[src/rtl/avst_pkt_gen.sv]
// Avalon-ST packet generator: emits num_pkts framed packets of len bytes where
// byte k of packet p is (seed + p + k) mod 256, first byte in the top lane.
//
// Handshake: a word transfers on any cycle with src_vld_o & src_rdy_i. While
// src_vld_o is high and src_rdy_i is low, data/empty/sop/eop hold and vld stays up.
module avst_pkt_gen #(
    parameter int MAX_LEN    = 2048,
    parameter int IPG        = 0,
    parameter int DATA_WIDTH = 32
) (
    input  logic                                             clk,
    input  logic                                             rst,
    input  logic                                             cfg_start_i,
    input  logic [$clog2(MAX_LEN+1)-1:0]                     cfg_len_i,
    input  logic [15:0]                                      cfg_num_pkts_i,
    input  logic [7:0]                                       cfg_seed_i,
    output logic [DATA_WIDTH-1:0]                            src_data_o,
    output logic [(DATA_WIDTH > 8 ? $clog2(DATA_WIDTH/8) : 1)-1:0] src_empty_o,
    output logic                                             src_sop_o,
    output logic                                             src_eop_o,
    output logic                                             src_vld_o,
    input  logic                                             src_rdy_i,
    output logic                                             busy_o,
    output logic                                             done_o,
    output logic [15:0]                                      pkt_cnt_o,
    output logic [1:0]                                       state_o
);

    localparam int BPW     = DATA_WIDTH / 8;
    localparam int SHIFT   = $clog2(BPW);
    localparam int EMPTY_W = (BPW > 1) ? SHIFT : 1;
    localparam int LEN_W   = $clog2(MAX_LEN + 1);
    localparam int WCNT_W  = $clog2(MAX_LEN / BPW + 1);
    localparam int KW      = LEN_W + SHIFT + 1;
    localparam int GAP_W   = (IPG > 1) ? $clog2(IPG) : 1;

    typedef enum logic [1:0] {
        IDLE = 2'd0,
        SEND = 2'd1,
        GAP  = 2'd2,
        FIN  = 2'd3
    } state_t;

    state_t              state_q, state_d;
    logic [LEN_W-1:0]    len_q, len_d;
    logic [15:0]         num_q, num_d;
    logic [7:0]          seed_q, seed_d;
    logic [WCNT_W-1:0]   words_q, words_d;
    logic [WCNT_W-1:0]   word_q, word_d;
    logic                nil_q, nil_d;
    logic [15:0]         cnt_q, cnt_d;
    logic [GAP_W-1:0]    gap_q, gap_d;

    logic                vld, sop, eop, done, last_word;
    logic [LEN_W:0]      len_up;
    logic [LEN_W-1:0]    neg_len;
    logic [KW-1:0]       base, k;
    logic [DATA_WIDTH-1:0] data_w;

    assign len_up    = {1'b0, cfg_len_i} + (LEN_W+1)'(BPW - 1);
    assign last_word = (word_q == words_q - WCNT_W'(1));
    assign neg_len   = '0 - len_q;

    always_comb begin
        state_d   = state_q;
        len_d     = len_q;
        num_d     = num_q;
        seed_d    = seed_q;
        words_d   = words_q;
        word_d    = word_q;
        nil_d     = nil_q;
        cnt_d     = cnt_q;
        gap_d     = gap_q;
        vld       = 1'b0;
        sop       = 1'b0;
        eop       = 1'b0;
        done      = 1'b0;
        case (state_q)
            IDLE: begin
                if (cfg_start_i) begin
                    len_d   = cfg_len_i;
                    num_d   = cfg_num_pkts_i;
                    seed_d  = cfg_seed_i;
                    words_d = WCNT_W'(len_up >> SHIFT);
                    nil_d   = (cfg_len_i == '0) || (cfg_num_pkts_i == 16'd0);
                    cnt_d   = 16'd0;
                    word_d  = '0;
                    gap_d   = '0;
                    state_d = SEND;
                end
            end
            SEND: begin
                // An empty job spends one silent cycle here so done lands two cycles after start.
                if (nil_q) begin
                    state_d = FIN;
                end else begin
                    vld = 1'b1;
                    sop = (word_q == '0);
                    eop = last_word;
                    if (src_rdy_i) begin
                        if (last_word) begin
                            word_d = '0;
                            cnt_d  = cnt_q + 16'd1;
                            if (cnt_q + 16'd1 == num_q) begin
                                state_d = FIN;
                            end else if (IPG > 0) begin
                                gap_d   = '0;
                                state_d = GAP;
                            end
                        end else begin
                            word_d = word_q + WCNT_W'(1);
                        end
                    end
                end
            end
            GAP: begin
                if (gap_q == GAP_W'(IPG - 1)) begin
                    state_d = SEND;
                end else begin
                    gap_d = gap_q + GAP_W'(1);
                end
            end
            FIN: begin
                done    = 1'b1;
                state_d = IDLE;
            end
            default: state_d = IDLE;
        endcase
    end

    // Lanes past len on the eop word, and every lane while vld is low, read as zero.
    always_comb begin
        data_w = '0;
        k      = '0;
        base   = KW'(word_q) << SHIFT;
        for (int l = 0; l < BPW; l++) begin
            k = base + KW'(l);
            if (vld && (k < KW'(len_q))) begin
                data_w[DATA_WIDTH-1-8*l -: 8] = seed_q + cnt_q[7:0] + k[7:0];
            end
        end
    end

    always_ff @(posedge clk or posedge rst) begin
        if (rst) begin
            state_q <= IDLE;
            len_q   <= '0;
            num_q   <= 16'd0;
            seed_q  <= 8'd0;
            words_q <= '0;
            word_q  <= '0;
            nil_q   <= 1'b0;
            cnt_q   <= 16'd0;
            gap_q   <= '0;
        end else begin
            state_q <= state_d;
            len_q   <= len_d;
            num_q   <= num_d;
            seed_q  <= seed_d;
            words_q <= words_d;
            word_q  <= word_d;
            nil_q   <= nil_d;
            cnt_q   <= cnt_d;
            gap_q   <= gap_d;
        end
    end

    assign src_data_o  = data_w;
    assign src_empty_o = (vld && eop) ? neg_len[EMPTY_W-1:0] : '0;
    assign src_sop_o   = sop;
    assign src_eop_o   = eop;
    assign src_vld_o   = vld;
    assign busy_o      = (state_q == SEND) || (state_q == GAP);
    assign done_o      = done;
    assign pkt_cnt_o   = cnt_q;
    assign state_o     = state_q;

endmodule

[config.mk]
export PLATFORM = sky130hd
export DESIGN_NAME = avst_pkt_gen
export DESIGN_NICKNAME = d
export VERILOG_FILES = /design/src/rtl/avst_pkt_gen.sv
export SDC_FILE = /design/constraint.sdc
export NUM_CORES = 1
export LEC_CHECK = 0
export ABC_AREA = 0
export CORE_ASPECT_RATIO = 0.7
export CORE_MARGIN = 4
export CORE_UTILIZATION = 40
export CTS_BUF_LIST = sky130_fd_sc_hd__clkbuf_16
export CTS_CLUSTER_DIAMETER = 100
export DETAILED_ROUTE_END_ITERATION = 7
export SYNTH_ARGS = -nofsm -noshare
export SYNTH_HDL_FRONTEND = slang
export SYNTH_SLANG_ARGS = --single-unit
[constraint.sdc]
create_clock -name clk -period 5.99 [get_ports clk]
set_clock_uncertainty 0.1 [all_clocks]
set_input_delay 1.198 -clock clk [delete_from_list [all_inputs] [get_ports clk]]
set_output_delay 1.198 -clock clk [all_outputs]
set_load 0.005 [all_outputs]
==> metrics.csv <==
stage,metric,value,unit
status,status,completed,
placed_design,gp_routability_congestion,0.884,
yosys,synthesis.area_per_instance,9.27,um2
final_layout,antenna_cells,0,
clock_tree,clk_pin_slew_worst_paths,0.06,ns
critical_path,crit_fanout,10,
timing,fin_tns_setup,0,ns
clock_tree,cts_buffers,9,
pwr,p_clk_share,28.1,%
pwr,pwr_density_cell,263,nW/um2
yosys,netlist.area_leader.share,32.0,%
floorplan,chipWidth,154,um
timing,final.min_clock_period,5.39,ns
timing,period_share,90.0,%
timing,unrepaired_setup_endpoints_after_global_routing,no,
yosys,syn-num-nets,723,
critical_path,worst_ep_required_time,4.69,ns
clock_tree,ctsHtreeMaxLevel,3,
yosys,post_synth_instance_area,5950,um2
clock_tree,cts_tree,built,
yosys,synthTopCellsByArea,"sky130_fd_sc_hd__dfrtp_1, sky130_fd_sc_hd__ha_1, sky130_fd_sc_hd__mux2_2",
routing,wire_per_inst,17.7,um
final_layout,area_growth,23.4,%
placed_design,port_buffers,96,
placed_design,dp.final_hpwl,12400,um
yosys,synthArstFlopShare,100,%
global_route,grt_start_max_net_pins,61,
pwr,netSwitchingFraction,33.2,%
critical_path,launching_element_type_of_the_critical_path,register,
pwr,power_frac_seq,30.0,%
global_route,grt_pass1_wl,26600,um
routing,detail_route.vias_per_cell,5.69,
floorplan,top_level_ports,97,
clock_tree,postCtsSetupRepairBufs,0,
final_layout,count_of_nets_after_finishing,803,
global_route,first_global_vias,5054,
clock_tree,post_cts_resize_count,0,
job,drv_cap,0,
timing,hold_violations,0,
yosys,synth-main-ff-cell,sky130_fd_sc_hd__dfrtp_1,
clock_tree,worst_skew_pair.late_latency,0.33,ns
floorplan,starting_density_of_the_core,41.8,%
routing,antenna_violating_nets_post_route,0,
floorplan,die-area,16900,um2
critical_path,worst_setup_path_end_kind,output port,
routing,detailroute.via_count,5214,
timing,maxClockFrequency,0.185,GHz
yosys,yosys_warnings,0,
routing,route.final.wire_length,16200,um
timing,post_layout_worst_setup_margin,0.597,ns
timing,worst_max_slew_margin_expressed_relative_to_the_limit,28.4,%
timing,number_of_endpoints_failing_setup_at_the_final_stage,0,
clock_tree,cts.hold.buffers_added,0,
pwr,p_int,1.29,mW
placed_design,place_worst_setup_slack,0.948,ns
timing,max_slew.worst_pin.slew,1.07,ns
pwr,static-leakage-power,3.26,nW
clock_tree,cts.sink_count,76,
yosys,synth.ff_latch_count,76,
routing,drc_errors_left,0,
yosys,postSynthCellCount,642,
floorplan,core_area,14200,um2
routing,detailedRoute.firstIterationViolations,334,
floorplan,die_h,110,um
final_layout,drive_above_1_share,10.3,%
pwr,vdd_ir_drop_max,0.150,mV
yosys,count_of_flip_flops_with_a_built_in_enable_after_synthesis,0,
global_route,antenna_found_initial,0,
routing,drt_pass1_iterations,5,
clock_tree,ctsLongestPathBuffers,2,
floorplan,core.rowCount,36,
critical_path,timing_worst_setup_path_type,reg2out,
worst_hold_path,worstHoldPathType,reg2reg,
timing,final-max-slew-violation-count,0,
yosys,yosys.area.top_type,sky130_fd_sc_hd__dfrtp_1,
global_route,grt_util_all_layers,19.3,%
yosys,seq_area_frac_synth,32.0,%
global_route,overflow,0,
critical_path,critical_path_arrival,4.09,ns
pwr,switching_power,640,uW
yosys,ys_types,70,
pwr,comb_power_share,41.8,%
clock_tree,clockRootBuffer,sky130_fd_sc_hd__clkbuf_16,
layout make-up:
type / count / area (um2)
Clock buffer: 9 / 225
Clock inverter: 7 / 67.6
Fill cell: 1343 / 6900
Inverter: 36 / 135
Multi-Input combinational cell: 500 / 3790
Sequential cell: 76 / 1900
Tap cell: 190 / 238
Timing Repair Buffer: 99 / 983
state kept, by name, summed over array words and instances (netlist names):
name       flops
word_q        10
len_q         12
seed_q         8
words_q       10
state_o        2
gap_q          1
nil_q          1
pkt_cnt_o     16
num_q         16
per-stage QoR:
step / instance area (um2) / power, mW / utilization (%) / std cells / hold slack [ns]
after floorplan: 5950 / 0.984 / - / 642 / 0.350
after global placement: 7050 / 1.38 / 49.5 / 901 / 0.367
after detailed placement: 7050 / 1.40 / 49.5 / 901 / 0.371
after CTS: 7340 / 1.95 / 51.6 / 917 / 0.385
after global routing: 7340 / 2.05 / 51.6 / 917 / 0.425
final: 7340 / 1.93 / 51.6 / 917 / 0.379
critical path: stages, from the launching register on:
cell and delay, ns:
sky130_fd_sc_hd__dfrtp_1 0.50, sky130_fd_sc_hd__ha_1 0.29, sky130_fd_sc_hd__fa_1 0.41, sky130_fd_sc_hd__a21o_1 0.18
sky130_fd_sc_hd__a21oi_1 0.21, sky130_fd_sc_hd__xnor2_1 0.16, sky130_fd_sc_hd__ha_1 0.37, sky130_fd_sc_hd__a21o_1 0.26
sky130_fd_sc_hd__a21o_1 0.18, sky130_fd_sc_hd__a21o_1 0.21, sky130_fd_sc_hd__a21oi_1 0.17, sky130_fd_sc_hd__xnor3_1 0.23
sky130_fd_sc_hd__nor2b_1 0.14, sky130_fd_sc_hd__clkdlybuf4s50_1 0.47
layout by cell type, fill, tap and decap left out, types with 5 or more instances in the layout:
cell and count:
sky130_fd_sc_hd__clkdlybuf4s50_1 96, sky130_fd_sc_hd__nor2b_1 10, sky130_fd_sc_hd__and2_1 10, sky130_fd_sc_hd__nand2_1 32
sky130_fd_sc_hd__nand3_1 21, sky130_fd_sc_hd__nor2_1 45, sky130_fd_sc_hd__o21a_1 5, sky130_fd_sc_hd__xnor2_1 37
sky130_fd_sc_hd__and3_1 12, sky130_fd_sc_hd__clkbuf_16 9, sky130_fd_sc_hd__ha_1 38, sky130_fd_sc_hd__o21ai_0 33
sky130_fd_sc_hd__nor3_1 12, sky130_fd_sc_hd__o311a_1 5, sky130_fd_sc_hd__a221o_1 5, sky130_fd_sc_hd__a21o_1 13
sky130_fd_sc_hd__mux2_2 36, sky130_fd_sc_hd__dfrtp_1 76, sky130_fd_sc_hd__o31a_1 6, sky130_fd_sc_hd__a31oi_1 12
sky130_fd_sc_hd__inv_1 35, sky130_fd_sc_hd__o31ai_1 8, sky130_fd_sc_hd__nand2b_1 8, sky130_fd_sc_hd__nor4_1 15
sky130_fd_sc_hd__a21oi_1 29, sky130_fd_sc_hd__xor2_1 31, sky130_fd_sc_hd__nand4_1 8
routing by layer:
layer  global-route usage [%]  wire [um]  vias up
li1                         -          -     2491
met1                     28.6       8270     2553
met4                     3.91        103        0
met3                     3.82        897       11
met5                        0          0        -
met2                     29.4       6980      159
final timing paths:
kind                                          start                         to  slack [ns]  cells past startpoint
min in group asynchronous                       rst          nil_q$_DFFE_PP0P_        1.36                      2
min reg2reg                    len_q[8]$_DFFE_PP0P_       len_q[8]$_DFFE_PP0P_        0.38                      2
max in group asynchronous                       rst      seed_q[7]$_DFFE_PP0P_        3.45                      3
min                            len_q[8]$_DFFE_PP0P_       len_q[8]$_DFFE_PP0P_        0.38                      2
max                        pkt_cnt_o[0]$_DFFE_PP0P_             src_data_o[15]        0.60                     13
max reg2reg                  words_q[0]$_DFFE_PP0P_  pkt_cnt_o[11]$_DFFE_PP0P_        2.79                      9
power groups by stage:
stage	logic (mW)	clock network (mW)	registers, mW
global route	0.882	0.581	0.584
detailed placement	0.813	0	0.588
CTS	0.814	0.555	0.579
floorplan	0.420	0	0.564
global placement	0.797	0	0.587
finish	0.806	0.543	0.579
cell families after synthesis:
group,share of synthesized area [%]
AO/OA/AOI/OAI,17.4
XOR/XNOR,11.5
adder cells (fa/ha/maj),9.00
buffers and inverters,4.40
flip-flops,32.0
multiplexers,7.15
AND/OR/NAND/NOR,18.6
cells in the mapped netlist (all sizes together), types with 4 or more instances:
| cell | count |
|---|---|
| dfrtp | 76 |
| nor2 | 46 |
| ha | 38 |
| o21ai | 37 |
| xnor2 | 37 |
| inv | 36 |
| mux2 | 36 |
| nand2 | 33 |
| xor2 | 31 |
| a21oi | 29 |
| nand3 | 23 |
| clkbuf | 19 |
| nor4 | 17 |
| a21o | 13 |
| nor3 | 13 |
| a31oi | 12 |
| and3 | 12 |
| buf | 11 |
| and2 | 10 |
| nor2b | 10 |
| nand2b | 8 |
| nand4 | 8 |
| o31ai | 8 |
| o31a | 6 |
| a221o | 5 |
| o21a | 5 |
| o311a | 5 |
| and4 | 4 |
| o311ai | 4 |
| or3 | 4 |
| or4 | 4 |
| xnor3 | 4 |
Note: power is estimated with default switching activity, not from simulation.
